--- src/rtl/math_pkg.sv ---
// Shared definitions for the iterative math units (squarer, square root).
// Holds the common IDLE/COUNT state type and the result-width sanity check.
package math_pkg;

    typedef enum logic {
        IDLE  = 1'b0,
        COUNT = 1'b1
    } iter_state_e;

    function automatic bit dw_is_valid(input int unsigned dw);
        return (dw % 2 == 0) && (dw >= 4);
    endfunction

endpackage

--- src/rtl/square_iter.sv ---
// Iterative shift-and-add squarer: p = a*a, one multiplier bit per cycle.
// Define SQUARE_ITER_EARLY_EXIT_EN to finish as soon as the remaining multiplier bits are all zero.
module square_iter
    import math_pkg::*;
#(
    parameter int unsigned DW = 32
) (
    input  logic            clk,
    input  logic            rst,
    input  logic            start,
    output logic            ready,
    input  logic [DW/2-1:0] a,
    output logic            done,
    output logic [DW-1:0]   p
);

    localparam int unsigned HW = DW / 2;
    localparam int unsigned CW = $clog2(HW + 1);
    localparam logic [CW-1:0] CNT_INIT = CW'(HW);
    localparam logic [CW-1:0] CNT_ONE  = CW'(1);

    if (!dw_is_valid(DW)) begin : g_dw_check
        $error("square_iter: DW must be even and >= 4");
    end

    iter_state_e     state_q, state_d;
    logic [HW-1:0]   x_q, x_d;
    logic [DW-1:0]   mc_q, mc_d;
    logic [DW-1:0]   acc_q, acc_d;
    logic [CW-1:0]   cnt_q, cnt_d;
    logic [DW-1:0]   p_q, p_d;
    logic            done_q, done_d;
    logic            finish;

    always_comb begin
`ifdef SQUARE_ITER_EARLY_EXIT_EN
        finish = (cnt_q == CNT_ONE) || (x_q[HW-1:1] == '0);
`else
        finish = (cnt_q == CNT_ONE);
`endif
    end

    always_comb begin
        state_d = state_q;
        x_d     = x_q;
        mc_d    = mc_q;
        acc_d   = acc_q;
        cnt_d   = cnt_q;
        p_d     = p_q;
        done_d  = 1'b0;
        unique case (state_q)
            IDLE: begin
                if (start) begin
                    x_d     = a;
                    mc_d    = {{HW{1'b0}}, a};
                    acc_d   = '0;
                    cnt_d   = CNT_INIT;
                    state_d = COUNT;
                end
            end
            COUNT: begin
                // The add result is forwarded straight into p on the final iteration.
                acc_d = x_q[0] ? (acc_q + mc_q) : acc_q;
                mc_d  = mc_q << 1;
                x_d   = x_q >> 1;
                cnt_d = cnt_q - CNT_ONE;
                if (finish) begin
                    p_d     = acc_d;
                    done_d  = 1'b1;
                    state_d = IDLE;
                end
            end
        endcase
    end

    always_ff @(posedge clk) begin
        if (rst) begin
            state_q <= IDLE;
            done_q  <= 1'b0;
            p_q     <= '0;
        end else begin
            state_q <= state_d;
            done_q  <= done_d;
            p_q     <= p_d;
        end
    end

    // Datapath registers are fully reloaded on acceptance, so they carry no reset.
    always_ff @(posedge clk) begin
        x_q   <= x_d;
        mc_q  <= mc_d;
        acc_q <= acc_d;
        cnt_q <= cnt_d;
    end

    assign ready = (state_q == IDLE);
    assign done  = done_q;
    assign p     = p_q;

endmodule

--- config.mk ---
export PLATFORM = sky130hd
export DESIGN_NAME = square_iter
export DESIGN_NICKNAME = d
export VERILOG_FILES = /design/src/rtl/math_pkg.sv /design/src/rtl/square_iter.sv
export SDC_FILE = /design/constraint.sdc
export NUM_CORES = 1
export LEC_CHECK = 0
export CAP_MARGIN = 10
export CORE_MARGIN = 5
export CORE_UTILIZATION = 35
export DETAILED_ROUTE_END_ITERATION = 7
export HOLD_SLACK_MARGIN = 0.1
export PLACE_DENSITY = 0.51
export SLEW_MARGIN = 10
export SYNTH_ARGS = -nofsm -noshare
export SYNTH_HDL_FRONTEND = slang
export SYNTH_SLANG_ARGS = --single-unit
--- constraint.sdc ---
create_clock -name clk -period 2.8 [get_ports clk]
set_input_delay 0.42 -clock clk [delete_from_list [all_inputs] [get_ports clk]]
set_output_delay 0.42 -clock clk [all_outputs]
set_load 0.03 [all_outputs]
==> results of run 1 <==
## power by group through the flow
stage | sequential [W] | combinational, W | clock [W]
final | 0.00217 | 0.00152 | 0.00229
after global placement | 0.00220 | 0.00132 | 0
after floorplan | 0.00218 | 0.000944 | 0
after global routing | 0.00219 | 0.00168 | 0.00242
after CTS | 0.00217 | 0.00141 | 0.00234
after detailed placement | 0.00220 | 0.00133 | 0
## per-layer routing
metal  up-vias  routed length [um]  GRT usage
met5         -                   0          0
met4         0                 329     0.0517
met3        23                 507     0.0384
met1      2378                7290      0.189
met2        78                7830      0.257
li1       2504                   -          -
## cell type report
type	count	area share
timing repair buffer	99	0.106
tap	229	0.0340
clock inverter	13	0.0212
multi-input combinational	484	0.400
clock buffer	19	0.0513
sequential	119	0.383
inverter	8	0.00371
## path summary, 6_finish.rpt
path                        endpoint  slack [ns]  cells past startpoint
max          acc_q[20]$_SDFFCE_PN0P_       -0.13                     12
min reg2reg       p[14]$_SDFFE_PP0P_        0.47                      2
min               p[14]$_SDFFE_PP0P_        0.47                      2
max reg2reg  acc_q[20]$_SDFFCE_PN0P_       -0.13                     12
## what timing repair did
item	CTS	global route
gates cloned	0	0
setup buffers	4	6
resized for setup	19	34
endpoints found under the setup margin	24	31
pin swaps	7	22
## Yosys cell counts, drive strengths merged (4+ instances only)
library cell,instances
nand2,98
nor3b,4
and3,4
nand3,8
edfxtp,85
mux2i,24
a211oi,30
a21oi,42
buf,9
nand4,5
o21ai,22
ha,33
dfxtp,34
a31oi,6
and2,24
nor3,10
inv,8
xnor2,20
xor2,9
nand2b,4
nor2,79
a21o,20
clkbuf,25
## critical path, cell delays in order, from the launching register on
cell and delay, ns:
edfxtp_1 0.41, ha_2 0.22, fa_2 0.34, a21o_1 0.19
a221o_1 0.37, buf_4 0.16, nor2_2 0.15, o221ai_2 0.14
a21o_1 0.19, a21oi_2 0.14, xnor2_1 0.08, mux2i_1 0.20
nor2_1 0.07
## per-stage QoR
stage	cells	area (um2)	utilization	TNS (ns)	setup WS [ns]
3_3_place_gp	929	7460	0.412	-0.729	-0.0996
3_5_place_dp	929	7460	0.412	-1.25	-0.175
5_1_grt	971	8430	0.466	-2.92	-0.278
4_1_cts	965	8210	0.454	-0.113	-0.0514
6_report	971	8430	0.466	-0.367	-0.125
2_1_floorplan	645	6480	-	0	0.0375
## kinds of logic (layout without fill, tap and decap cells)
logic type               count (synthesis)  in the layout  share of synthesized area
flip-flops                             119            119                      0.499
multiplexers                            25             25                     0.0388
AND/OR/NAND/NOR                        251            251                      0.175
adder cells (fa/ha/maj)                 34             34                     0.0668
AO/OA/AOI/OAI                          145            145                      0.156
XOR/XNOR                                29             29                     0.0392
buffers and inverters                   42            139                     0.0253
## flip-flops by register name, summed over array words and instances (netlist names)
register and count:
mc_q 32, acc_q 32, p 32, cnt_q 5, x_q 16, state_q 1
done 1
==> flow_summary.json, run 1 <==
{
  "cp-startpoint": "mc_q[0]$_SDFFCE_PP0P_",
  "leakagePower_nw": 3.39,
  "ctsHtreeMaxLevel": 4,
  "cts_root_buf": "clkbuf_16",
  "synth_area_leader_cell": "edfxtp_1",
  "firstDrtPassIters": 4,
  "hp-start": "p[14]$_SDFFE_PP0P_",
  "layout.nets": 782,
  "drc_errors": 0,
  "clkPwrFrac": 0.382,
  "max-cap-violations": 0,
  "hold_slack_ns": 0.471,
  "synthesis.area_um2": 6480,
  "multi_input_area_um2": 3370,
  "reg2reg_from": "mc_q[0]$_SDFFCE_PP0P_",
  "clk_pin_slew_ns": 0.06,
  "globalplace.congestion": 0.881,
  "fp.dieH_um": 146,
  "routed-via-count": 4983,
  "synth_area_leaders": "edfxtp_1 39%, dfxtp_1 10%, ha_1 6.4%",
  "slew_violations": 0,
  "setup_viol": 6,
  "comb_power_share": 0.254,
  "critPathLaunchType": "register",
  "synthArstFlopShare": 0,
  "io_buffers": 52,
  "cts_buffers": 17,
  "yosys_most_used_dff": "edfxtp_1",
  "ys_ff_latch": 119,
  "seqCellArea_um2": 3230,
  "required_ns": 2.95,
  "violations": "negative setup slack",
  "p_total_w": 0.00598,
  "insertion_delay_ns": 0.42,
  "vias_per_cell": 5.13,
  "fin_crit_sh": 1.04,
  "rows": 49,
  "hold_viol_final": 0,
  "slew_headroom": 0.470,
  "drive_gt1_frac": 0.179,
  "final_common_cell": "nand2_1",
  "outcome": "complete, but fails checks",
  "synth_top_area_frac": 0.394,
  "area_growth_pct": 30.1,
  "fin_crit_ns": 2.93,
  "synth-edff-count": 85,
  "io_pins": 53,
  "yosysSeqAreaShare": 0.499,
  "power.share.sequential": 0.363,
  "end_kind": "register",
  "routedWlPerCell_um": 16.4,
  "overflow": 0,
  "grt_max_degree": 57,
  "syn_nets": 698,
  "cp.arrival_ns": 3.07,
  "diodes": 0,
  "crit_type": "reg -> reg",
  "power_density_nw_per_um2": 709,
  "die_area_um2": 21300,
  "drt_wl_total_um": 16000,
  "ant_nets": 0,
  "p_sw_w": 0.00174,
  "grt_usage": 0.152,
  "finClkSkew_ns": 0.00643,
  "fin_ws_ns": -0.125,
  "core_um2": 18100,
  "initialDrtViolationCount": 269,
  "cts_tree": "yes",
  "p_int_w": 0.00424,
  "rsz0062_at_grt": "true",
  "fillers": 1692,
  "crit_fanout": 4,
  "max_freq_mhz": 342,
  "grt_pass1_wl_um": 26200,
  "ys_types": 62,
  "cts_sinks": 119,
  "cts_max_path_buffers": 2,
  "synth_cells": 645,
  "start_util": 0.358,
  "hold_path_class": "reg -> reg",
  "yosys_warnings": 0,
  "peakVddDrop_v": 0.000440,
  "postSynthAreaPerCell_um2": 10.1,
  "layout_common_cells": "97 x nand2_1, 85 x edfxtp_1, 77 x nor2_1, 52 x clkdlybuf4s50_1, 43 x buf_4",
  "switching_share": 0.291,
  "die_w_um": 146,
  "antenna_found_initial": 0,
  "first_global_vias": 5250,
  "tightest_slew_ns": 0.793,
  "place_hpwl_um": 11100,
  "cts_hold_buf": 0
}
Power figures use the tool's default switching activity.
==> run 2, diff against run 1 <==
--- a/config.mk
+++ b/config.mk
@@ -6,11 +6,10 @@
 export NUM_CORES = 1
 export LEC_CHECK = 0
 export CAP_MARGIN = 10
-export CORE_MARGIN = 5
 export CORE_UTILIZATION = 35
 export DETAILED_ROUTE_END_ITERATION = 7
 export HOLD_SLACK_MARGIN = 0.1
-export PLACE_DENSITY = 0.51
+export PLACE_DENSITY = 0.49
 export SLEW_MARGIN = 10
 export SYNTH_ARGS = -nofsm -noshare
 export SYNTH_HDL_FRONTEND = slang
==> constraint.sdc (replaced) <==
create_clock -name clk -period 3.1 [get_ports clk]
set_input_delay 0.465 -clock clk [delete_from_list [all_inputs] [get_ports clk]]
set_output_delay 0.465 -clock clk [all_outputs]
set_load 0.03 [all_outputs]
==> flow_summary.json, run 2 (same netlist as run 1, synthesis figures left out) <==
{
  "outcome": "complete, but fails checks",
  "violations": "design-rule violations",
  "switching_share": 0.297,
  "rows": 49,
  "p_total_w": 0.00511,
  "grt_pass1_wl_um": 25400,
  "layout_common_cells": "98 x nand2_1, 85 x edfxtp_1, 78 x nor2_1, 52 x clkdlybuf4s50_1, 38 x a21oi_1",
  "grt_max_degree": 86,
  "final_common_cell": "nand2_1",
  "p_int_w": 0.00359,
  "max-cap-violations": 0,
  "diodes": 0,
  "fin_crit_sh": 0.967,
  "drc_errors": 2,
  "critPathLaunchType": "register",
  "place_ws_ns": 0.0266,
  "max_freq_mhz": 333,
  "rsz0062_at_grt": "true",
  "initialDrtViolationCount": 301,
  "clkPwrFrac": 0.393,
  "io_buffers": 52,
  "comb_power_share": 0.224,
  "firstDrtPassIters": 8,
  "slew_violations": 0,
  "vias_per_cell": 5.23,
  "postLayoutCellArea_um2": 7910,
  "peakVddDrop_v": 0.000377,
  "io_pins": 53,
  "overflow": 0,
  "postPlaceCellArea_um2": 7260,
  "area_growth_pct": 22.0,
  "crit_fanout": 4,
  "routed-via-count": 4908,
  "cp.arrival_ns": 3.15,
  "crit_type": "reg -> reg",
  "hold_path_class": "reg -> reg",
  "leakagePower_nw": 3.18,
  "drt_wl_total_um": 15500,
  "fin_ws_ns": 0.101,
  "core_um2": 18100,
  "drive_gt1_frac": 0.0931,
  "clk_pin_slew_ns": 0.06,
  "cts_max_path_buffers": 2,
  "ctsHtreeMaxLevel": 4,
  "tns_ns": 0,
  "cts_buffers": 17,
  "first_global_vias": 4855,
  "place_hpwl_um": 10500,
  "die_w_um": 138,
  "antenna_found_initial": 0,
  "tightest_slew_ns": 0.782,
  "grt_usage": 0.171,
  "end_kind": "register",
  "layout.nets": 749,
  "cts_tree": "yes",
  "insertion_delay_ns": 0.42,
  "finClkSkew_ns": 0.0104,
  "fin_crit_ns": 3.00,
  "routedWlPerCell_um": 16.5,
  "globalplace.congestion": 0.847,
  "p_sw_w": 0.00152,
  "die_area_um2": 19100,
  "cts_sinks": 119,
  "ant_nets": 0,
  "hold_viol_final": 0,
  "setup_viol": 0,
  "slew_headroom": 0.477,
  "fp.dieH_um": 138,
  "power.share.sequential": 0.383,
  "required_ns": 3.25,
  "cts_root_buf": "clkbuf_16",
  "power_density_nw_per_um2": 645,
  "start_util": 0.358
}
-- run 2: worst paths after layout --
check                                            from                 endpoint  slack [ns]  cells past startpoint
worst max-delay path            mc_q[0]$_SDFFCE_PP0P_  acc_q[28]$_SDFFCE_PN0P_        0.10                     11
worst min-delay path               p[23]$_SDFFE_PP0P_       p[23]$_SDFFE_PP0P_        0.46                      2
worst max register to register  mc_q[0]$_SDFFCE_PP0P_  acc_q[28]$_SDFFCE_PN0P_        0.10                     11
worst min register to register     p[23]$_SDFFE_PP0P_       p[23]$_SDFFE_PP0P_        0.46                      2
-- run 2: power groups by stage --
stage	Clock, W	Combinational, W	Sequential [W]
after floorplan	0	0.000853	0.00197
after global placement	0	0.00111	0.00199
after detailed placement	0	0.00112	0.00199
after CTS	0.00205	0.00112	0.00196
after global routing	0.00212	0.00127	0.00197
final	0.00201	0.00114	0.00195
-- run 2: critical path, stage by stage (launching register included) --
cell and delay [ns]:
edfxtp_1 0.40, ha_2 0.21, fa_2 0.36, a21o_1 0.21, a221o_1 0.39, o211ai_2 0.26
a21oi_2 0.12, a221oi_2 0.31, nand2b_4 0.19, o31ai_2 0.07, a21oi_2 0.13, nor2_1 0.05
-- run 2: area by class of cell --
cell class	count	area, um2
fill	1718	10200
multi-input combinational	484	3120
tap	229	287
sequential	119	3230
clock inverter	13	155
clock buffer	19	433
timing repair buffer	66	651
inverter	8	31.3
-- run 2: repair_timing --
action	in CTS	in global routing
hold endpoints to repair	0	0
endpoints found under the setup margin	0	9
setup buffers	0	5
gates resized for setup	0	6
hold buffers	0	0
-- run 2: metal layers --
metal | track usage | vias to the layer above | wire length (um) | share of wire
li1 | - | 2445 | - | -
met1 | 0.227 | 2352 | 7490 | 0.48
met2 | 0.275 | 93 | 7270 | 0.47
met3 | 0.0326 | 18 | 502 | 0.032
met4 | 0.0668 | 0 | 239 | 0.015
met5 | 0 | - | 0 | 0
-- run 2: metrics by stage --
| stage | cells | hold slack [ns] | utilization |
|---|---|---|---|
| after CTS | 933 | 0.458 | 0.434 |
| after global routing | 938 | 0.518 | 0.437 |
| after floorplan | 645 | 0.491 | - |
| final | 938 | 0.457 | 0.437 |
| after global placement | 901 | 0.447 | 0.401 |
| after detailed placement | 901 | 0.450 | 0.401 |
==> run 3, diff against run 2 <==
--- a/config.mk
+++ b/config.mk
@@ -8,6 +8,7 @@
 export CAP_MARGIN = 10
 export CORE_UTILIZATION = 35
 export DETAILED_ROUTE_END_ITERATION = 7
+export GPL_TIMING_DRIVEN = 0
 export HOLD_SLACK_MARGIN = 0.1
 export PLACE_DENSITY = 0.49
 export SLEW_MARGIN = 10
==> flow_summary.json, run 3 (same netlist as run 1, synthesis figures left out) <==
{
  "slew_headroom": 0.463,
  "critPathLaunchType": "register",
  "power_density_nw_per_um2": 634,
  "finClkSkew_ns": 0.0103,
  "hold_viol_final": 0,
  "cp-startpoint": "mc_q[0]$_SDFFCE_PP0P_",
  "tns_ns": 0,
  "comb_power_share": 0.234,
  "io_buffers": 51,
  "end_kind": "register",
  "dp.cells": 926,
  "hold_slack_ns": 0.456,
  "slowest_delay_ns": 0.41,
  "crit_fanout": 4,
  "first_global_vias": 4996,
  "r2r-end": "acc_q[28]$_SDFFCE_PN0P_",
  "setup_viol": 0,
  "postLayoutCellArea_um2": 7980,
  "met3_usage": 0.0412,
  "overflow": 0,
  "layout.nets": 774,
  "area_growth_pct": 23.1,
  "fin_crit_ns": 2.97,
  "ant_nets": 0,
  "die_area_um2": 19100,
  "reg2reg_depth": 11,
  "critical_path.endpoint": "acc_q[28]$_SDFFCE_PN0P_",
  "cts_max_path_buffers": 2,
  "die_w_um": 138,
  "fillers": 1745,
  "max-cap-violations": 0,
  "tightest_slew_ns": 0.806,
  "multi_input_area_um2": 3140,
  "p_int_w": 0.00349,
  "path_cells": "ha_2 -> fa_2 -> a21o_1 -> a221o_1 -> o211ai_2 -> a21oi_2 -> a221oi_2 -> nand2b_4 -> o31ai_1 -> a21oi_1 -> nor2_1",
  "drc_errors": 2,
  "grt.met2_usage": 0.299,
  "rows": 49,
  "globalplace.congestion": 0.877,
  "crit_type": "reg -> reg",
  "violations": "design-rule violations",
  "r2r_slack_ns": 0.13,
  "fin_crit_sh": 0.958,
  "insertion_delay_ns": 0.42,
  "place_hpwl_um": 11900,
  "peakVddDrop_v": 0.000404,
  "leakagePower_nw": 3.19,
  "grtUsageMet1": 0.236,
  "hold_path_class": "reg -> reg",
  "drive_gt1_frac": 0.0913,
  "clk_pin_slew_ns": 0.06,
  "slew_violations": 0,
  "routedWlPerCell_um": 17.1,
  "instances_no_fill": 963,
  "grt_usage": 0.181,
  "max_freq_mhz": 337,
  "power.share.sequential": 0.387,
  "core_um2": 18100,
  "reg2reg_from": "mc_q[0]$_SDFFCE_PP0P_",
  "final_util": 0.441,
  "required_ns": 3.25,
  "drt_wl_total_um": 16400,
  "cts_sinks": 119,
  "switching_share": 0.309,
  "diodes": 0,
  "cts_root_buf": "clkbuf_16",
  "postPlaceCellArea_um2": 7310,
  "clkPwrFrac": 0.379,
  "antenna_found_initial": 0,
  "vias_per_cell": 5.08,
  "cts_tree": "yes",
  "start_util": 0.358,
  "crit_slowest_cell": "edfxtp_1",
  "grt_pass1_wl_um": 26800,
  "seqCellArea_um2": 3230,
  "routed-via-count": 4888,
  "firstDrtPassIters": 6,
  "cp.arrival_ns": 3.12,
  "fp.dieH_um": 138,
  "grt_max_degree": 59,
  "p_sw_w": 0.00156,
  "initialDrtViolationCount": 276,
  "final_common_cell": "nand2_1",
  "ctsHtreeMaxLevel": 4,
  "io_pins": 53,
  "cts_buffers": 17,
  "outcome": "complete, but fails checks",
  "layout_common_cells": "97 x nand2_1, 85 x edfxtp_1, 79 x nor2_1, 51 x clkdlybuf4s50_1, 39 x a21oi_1",
  "grt_busiest_layer": "met2"
}
## run 3: per-layer routing
layer,part of all wire,vias up,wire length [um]
met2,0.48,64,7880
met3,0.027,13,446
met5,0,-,0
li1,-,2499,-
met4,0.011,0,182
met1,0.48,2312,7930
## run 3: how the worst min path moves through the flow
stage / from / to / slack, ns / cells past startpoint
floorplan: x_q[13]$_DFFE_PP_ / x_q[12]$_DFFE_PP_ / 0.49 / 2
global placement: p[14]$_SDFFE_PP0P_ / p[14]$_SDFFE_PP0P_ / 0.45 / 2
detailed placement: p[14]$_SDFFE_PP0P_ / p[14]$_SDFFE_PP0P_ / 0.45 / 2
CTS: p[14]$_SDFFE_PP0P_ / p[14]$_SDFFE_PP0P_ / 0.46 / 2
global route: p[23]$_SDFFE_PP0P_ / p[23]$_SDFFE_PP0P_ / 0.49 / 2
finish: p[14]$_SDFFE_PP0P_ / p[14]$_SDFFE_PP0P_ / 0.46 / 2
## run 3: repair_timing
| action | 4_1_cts | 5_1_grt |
|---|---|---|
| setup buffers | 2 | 3 |
| gates resized for setup | 6 | 4 |
| pin swaps | 3 | 8 |
| hold buffers | 0 | 0 |
| setup endpoints to repair | 6 | 12 |
## run 3: power by group through the flow
stage | logic (W) | registers (W) | clock network (W)
after floorplan | 0.000853 | 0.00197 | 0
after global placement | 0.00112 | 0.00199 | 0
after detailed placement | 0.00114 | 0.00199 | 0
after CTS | 0.00117 | 0.00196 | 0.00197
after global routing | 0.00132 | 0.00197 | 0.00203
final | 0.00118 | 0.00196 | 0.00192
## run 3: critical path: cells and delay by family, from the launching register on
family	cells	cell delay (ns)
flops	1	0.41
simple gates	2	0.24
fa+ha+maj	2	0.56
compound gates	7	1.49
## run 3: cell type report
| cell class | count | share of cell area |
|---|---|---|
| Buffer | 34 | 0.0168 |
| Sequential cell | 119 | 0.405 |
| Inverter | 8 | 0.00408 |
| Tap cell | 229 | 0.0359 |
| Timing Repair Buffer | 57 | 0.0721 |
| Clock buffer | 19 | 0.0568 |
| Clock inverter | 13 | 0.0152 |
| Multi-Input combinational cell | 484 | 0.394 |
## run 3: through the flow
stage | power, W | worst slack, ns
2_1_floorplan | 0.00282 | 0.338
3_3_place_gp | 0.00311 | -0.893
3_5_place_dp | 0.00313 | -0.0773
4_1_cts | 0.00509 | 0.0345
5_1_grt | 0.00532 | -0.000544
6_report | 0.00506 | 0.129
